--- config.mk ---
export PLATFORM = sky130hd
export DESIGN_NAME = uart_1553_word_packer
export DESIGN_NICKNAME = d
export VERILOG_FILES = /design/src/rtl/uart_1553_word_packer.sv
export SDC_FILE = /design/constraint.sdc
export NUM_CORES = 1
export LEC_CHECK = 0
export BUFFER_PORTS_ARGS = -buffer_cell sky130_fd_sc_hd__buf_2
export CORE_UTILIZATION = 50
export DETAILED_ROUTE_END_ITERATION = 6
export PLACE_DENSITY = 0.72
export SYNTH_ARGS = -nofsm -noshare
export SYNTH_HDL_FRONTEND = slang
export SYNTH_SLANG_ARGS = --single-unit
--- constraint.sdc ---
create_clock -name aclk -period 2 [get_ports aclk]
set_input_delay 0.4 -clock aclk [delete_from_list [all_inputs] [get_ports aclk]]
set_output_delay 0.4 -clock aclk [all_outputs]
set_load 0.005 [all_outputs]
--- src/rtl/uart_1553_word_packer.sv ---
// uart_1553_word_packer
// Packs 3-byte UART frames (cmd, data_hi, data_lo) into one 16-bit 1553 data
// word with the command byte carried on m_axis_tuser. A partial frame that
// sits idle for TIMEOUT_CYCLES cycles is dropped and flagged on timeout_err.
//
// Handshake rule on both ports: a transfer happens on a rising aclk edge
// where tvalid and tready are both high. A master holds tvalid and tdata
// stable until that transfer. The input side is never ready while a packed
// word waits on the output.
module uart_1553_word_packer #(
  parameter int CLOCK_SPEED    = 12000000,
  parameter int TIMEOUT_CYCLES = 12000
) (
  input  logic        aclk,
  input  logic        arstn,
  input  logic [7:0]  s_axis_tdata,
  input  logic        s_axis_tvalid,
  output logic        s_axis_tready,
  output logic [15:0] m_axis_tdata,
  output logic [7:0]  m_axis_tuser,
  output logic        m_axis_tvalid,
  input  logic        m_axis_tready,
  output logic        timeout_err,
  output logic        busy
);

  localparam int CW = (TIMEOUT_CYCLES > 2) ? $clog2(TIMEOUT_CYCLES) : 1;
  localparam logic [CW-1:0] CNT_LAST = CW'(TIMEOUT_CYCLES - 1);

  typedef enum logic [1:0] {
    IDLE   = 2'd0,
    GET_HI = 2'd1,
    GET_LO = 2'd2,
    SEND   = 2'd3
  } state_t;

  state_t        state_q;
  logic [CW-1:0] cnt_q;
  logic [7:0]    cmd_q;
  logic [7:0]    hi_q;
  logic [15:0]   tdata_q;
  logic [7:0]    tuser_q;
  logic          tvalid_q;
  logic          s_ready_q;
  logic          timeout_q;
  logic          busy_q;

  logic          in_hs;
  logic          out_hs;
  logic          cnt_last;

  // Handshake and timeout-expiry qualifiers for the current cycle.
  always_comb begin
    in_hs    = s_axis_tvalid & s_ready_q;
    out_hs   = tvalid_q & m_axis_tready;
    cnt_last = (cnt_q == CNT_LAST);
  end

  // Frame assembly FSM; every output is a register updated alongside the state.
  always_ff @(posedge aclk) begin
    if (!arstn) begin
      state_q   <= IDLE;
      cnt_q     <= '0;
      cmd_q     <= '0;
      hi_q      <= '0;
      tdata_q   <= '0;
      tuser_q   <= '0;
      tvalid_q  <= 1'b0;
      s_ready_q <= 1'b0;
      timeout_q <= 1'b0;
      busy_q    <= 1'b0;
    end else begin
      timeout_q <= 1'b0;
      s_ready_q <= 1'b1;
      case (state_q)
        IDLE: begin
          cnt_q <= '0;
          if (in_hs) begin
            cmd_q   <= s_axis_tdata;
            state_q <= GET_HI;
            busy_q  <= 1'b1;
          end
        end
        GET_HI: begin
          if (in_hs) begin
            hi_q    <= s_axis_tdata;
            cnt_q   <= '0;
            state_q <= GET_LO;
          end else if (cnt_last) begin
            cnt_q     <= '0;
            state_q   <= IDLE;
            timeout_q <= 1'b1;
            busy_q    <= 1'b0;
          end else begin
            cnt_q <= cnt_q + 1'b1;
          end
        end
        GET_LO: begin
          if (in_hs) begin
            tdata_q   <= {hi_q, s_axis_tdata};
            tuser_q   <= cmd_q;
            tvalid_q  <= 1'b1;
            cnt_q     <= '0;
            state_q   <= SEND;
            s_ready_q <= 1'b0;
          end else if (cnt_last) begin
            cnt_q     <= '0;
            state_q   <= IDLE;
            timeout_q <= 1'b1;
            busy_q    <= 1'b0;
          end else begin
            cnt_q <= cnt_q + 1'b1;
          end
        end
        SEND: begin
          // No timeout here: downstream may stall for as long as it likes.
          cnt_q <= '0;
          if (out_hs) begin
            tvalid_q <= 1'b0;
            state_q  <= IDLE;
            busy_q   <= 1'b0;
          end else begin
            s_ready_q <= 1'b0;
          end
        end
        default: begin
          state_q <= IDLE;
          cnt_q   <= '0;
          busy_q  <= 1'b0;
        end
      endcase
    end
  end

  assign s_axis_tready = s_ready_q;
  assign m_axis_tdata  = tdata_q;
  assign m_axis_tuser  = tuser_q;
  assign m_axis_tvalid = tvalid_q;
  assign timeout_err   = timeout_q;
  assign busy          = busy_q;

endmodule

==> flow_summary.yaml <==
run_status:
  status: "complete, no violations"
global_routing:
  antenna_found_initial: 0
  grt_pass1_vias: 1748
  grt_start_max_net_pins: 41
  grt.overflow.total: 0
  grtUsageMet1: 0.294
  grt.busiest_layer: "met1"
  use_met3: 0.0539
  grt_pass1_wl_mm: 8.32
  use_met2: 0.292
  grt_usage: 0.209
floorplan:
  design.core.area_um2: 4750
  fp.dieW_um: 72.7
  die_h_um: 72.7
  dieArea_um2: 5280
  ios: 40
  num_rows: 25
  start_util: 0.525
critical_path:
  slowest_delay_ns: 0.38
  crit_start: "cnt_q[0]"
  r2r_cells: 5
  crit_path_end_kind: "flop"
  crit_path_start_kind: "flop"
  rr_startpoint: "cnt_q[0]"
  worstSetupPathType: "flop to flop"
  crit_path_max_fanout: 14
  cp_top_family: "simple AND/OR/NAND/NOR gates"
  worst_ep_required_time_ns: 2.22
  cp_slowest_cell: "dfxtp_1"
  cp_num_buf_inv: 0
  r2r_setup_slack_ns: 0.28
  r2r_end: "cnt_q[4]"
  crit_arrival_ns: 1.94
  worstPathCellList: "ha_1, nand4_4, nor4_4, nand4bb_4, nor2_1"
final_layout:
  syn2layout_area_growth_pct: 17.4
  num_antenna_cells: 0
  fin_nets: 345
  fillers: 445
  final_cell_mix: "78 x nand2_1, 60 x dfxtp_1, 41 x a21boi_0, 39 x buf_2, 18 x nor2_1"
  drive_above_1_share: 0.183
  final_common_cell: "nand2_1"
  postLayoutCellArea_um2: 2930
sta:
  rsz0062_at_grt: "false"
  finalHoldViolCount: 0
  skew_ns: 0.00385
  drv_slew: 0
  fin_crit_sh: 0.862
  slew_headroom: 0.679
  setup_viol: 0
  tns_ns: 0
  fmax_ghz: 0.580
  min_period_ns: 1.72
  timing.final.ws_setup_ns: 0.276
  tightest_slew_ns: 0.480
logic_synthesis:
  synth_cells: 287
  synth_seq_cells: 60
  synth_area_um2: 2500
  yosys.area.top_type_share: 0.481
  yosysWarnings: 0
  synthDistinctLibCells: 32
  synth.avg_cell_area_um2: 8.70
  seq_area_frac_synth: 0.481
  synthTopCellsByArea: "dfxtp_1 48%, a21boi_0 12%, nand2_1 12%"
  synth_nets: 304
  synth_top_area_cell: "dfxtp_1"
power:
  totalPowerFinal_uw: 2430
  leakage_uw: 0.00110
  irDropWorstVdd_mv: 0.627
  power.density_nw_per_um2: 831
placement:
  hpwlAfterDp_mm: 3.37
  portBuffers: 39
  routabilityCongestion: 0.794
  pre_cts_slack_ns: 0.278
  dpl-instance-area_um2: 2750
routing:
  via_per_inst: 5.02
  finalWirelength_mm: 4.96
  avgRoutedWirePerCell_um: 12.4
  firstDrtPassIters: 4
  drtIter0Drc: 125
  ant_nets: 0
  drc_errors: 0
  num_vias: 2007
clock_tree:
  htree_num_levels: 3
  cts_hold_buf: 0
  postCtsSetupRepairBufs: 0
  tritoncts: "yes"
  cts-buffers-inserted: 9
  max-clock-path-buffers: 2
  cts-root-buf: "clkbuf_8"
  clk_latency_ns: 0.33
  cts.sinks: 60
  cts_resized: 0
  clkSlewWorstSetupHoldPaths_ns: 0.06
flow_run:
  max_cap_violations: 0
hold_path:
  whs_endpoint: "m_axis_tdata[2]"
  whs_path_depth: 3
  min_from: "s_axis_tdata[2]"
  hp-class: "input pin to flop"
## state kept, by name (all words and copies together) (netlist names)
name and cells:
m_axis_tdata 16, cnt_q 14, cmd_q 8, hi_q 8, m_axis_tuser 8, state_q 2, busy 1, m_axis_tvalid 1
s_axis_tready 1, timeout_err 1
## logic make-up after synthesis
| kind of cell | Yosys count | synth area share |
|---|---|---|
| buffers and inverters | 22 | 0.0371 |
| AO/OA/AOI/OAI | 53 | 0.155 |
| adder cells (fa/ha/maj) | 5 | 0.0251 |
| XOR/XNOR | 12 | 0.0421 |
| AND/OR/NAND/NOR | 135 | 0.259 |
| flip-flops | 60 | 0.481 |
## stage by stage
stage	utilization	instances	hold WS (ns)
detailed placement	0.578	384	0.454
CTS	0.617	400	0.326
finish	0.617	400	0.342
global route	0.617	400	0.337
global placement	0.578	384	0.448
floorplan	-	287	0.438
## synthesized netlist by cell type
cell / instances
nand2_1: 78
dfxtp_1: 60
a21boi_0: 41
nor2_1: 18
nand3_1: 13
clkbuf_1: 11
xnor2_1: 10
inv_1: 8
a21oi_1: 6
nor3_1: 6
ha_1: 5
nand4_1: 4
nor2b_1: 3
and3_1: 2
and4_1: 2
buf_2: 2
o31ai_1: 2
xor2_1: 2
a21boi_1: 1
a22oi_1: 1
and2_1: 1
and3b_1: 1
buf_6: 1
nand4_4: 1
nand4b_1: 1
nand4bb_1: 1
nand4bb_4: 1
nor4_1: 1
nor4_4: 1
o221a_2: 1
o32ai_1: 1
or3_1: 1
## worst register-to-register path, cell delays in order, from the launching register on
cell,delay [ns]
dfxtp_1,0.38
ha_1,0.28
nand4_4,0.17
nor4_4,0.38
nand4bb_4,0.32
nor2_1,0.09
## cell type report
type	count	area, µm²	area share
Sequential cell	60	1200	0.410
Inverter	8	30.0	0.0102
Multi-Input combinational cell	205	1200	0.410
Clock buffer	15	176	0.0602
Timing Repair Buffer	44	233	0.0794
Tap cell	67	83.8	0.0286
Clock inverter	1	5.00	0.00171
## power breakdown
group	total, µW	switching, µW	internal (µW)	leakage, µW
clock	983	432	551	0.0000937
combinational	203	123	80.2	0.000523
sequential	1250	22.0	1230	0.000485
## routing by layer
metal	vias to the layer above	wire [µm]
li1	1041	-
met1	925	2490
met2	30	2210
met3	11	163
met4	0	93
met5	-	0
## worst max-delay path by stage
| stage | depth (start not counted) | slack [ns] | to |
|---|---|---|---|
| after global placement | 5 | 0.36 | cnt_q[3] |
| after floorplan | 6 | 0.42 | cnt_q[11] |
| final | 5 | 0.28 | cnt_q[4] |
| after global routing | 5 | 0.14 | cnt_q[4] |
| after detailed placement | 5 | 0.28 | cnt_q[4] |
| after CTS | 5 | 0.27 | cnt_q[4] |
(Power assumes the default switching activity.)
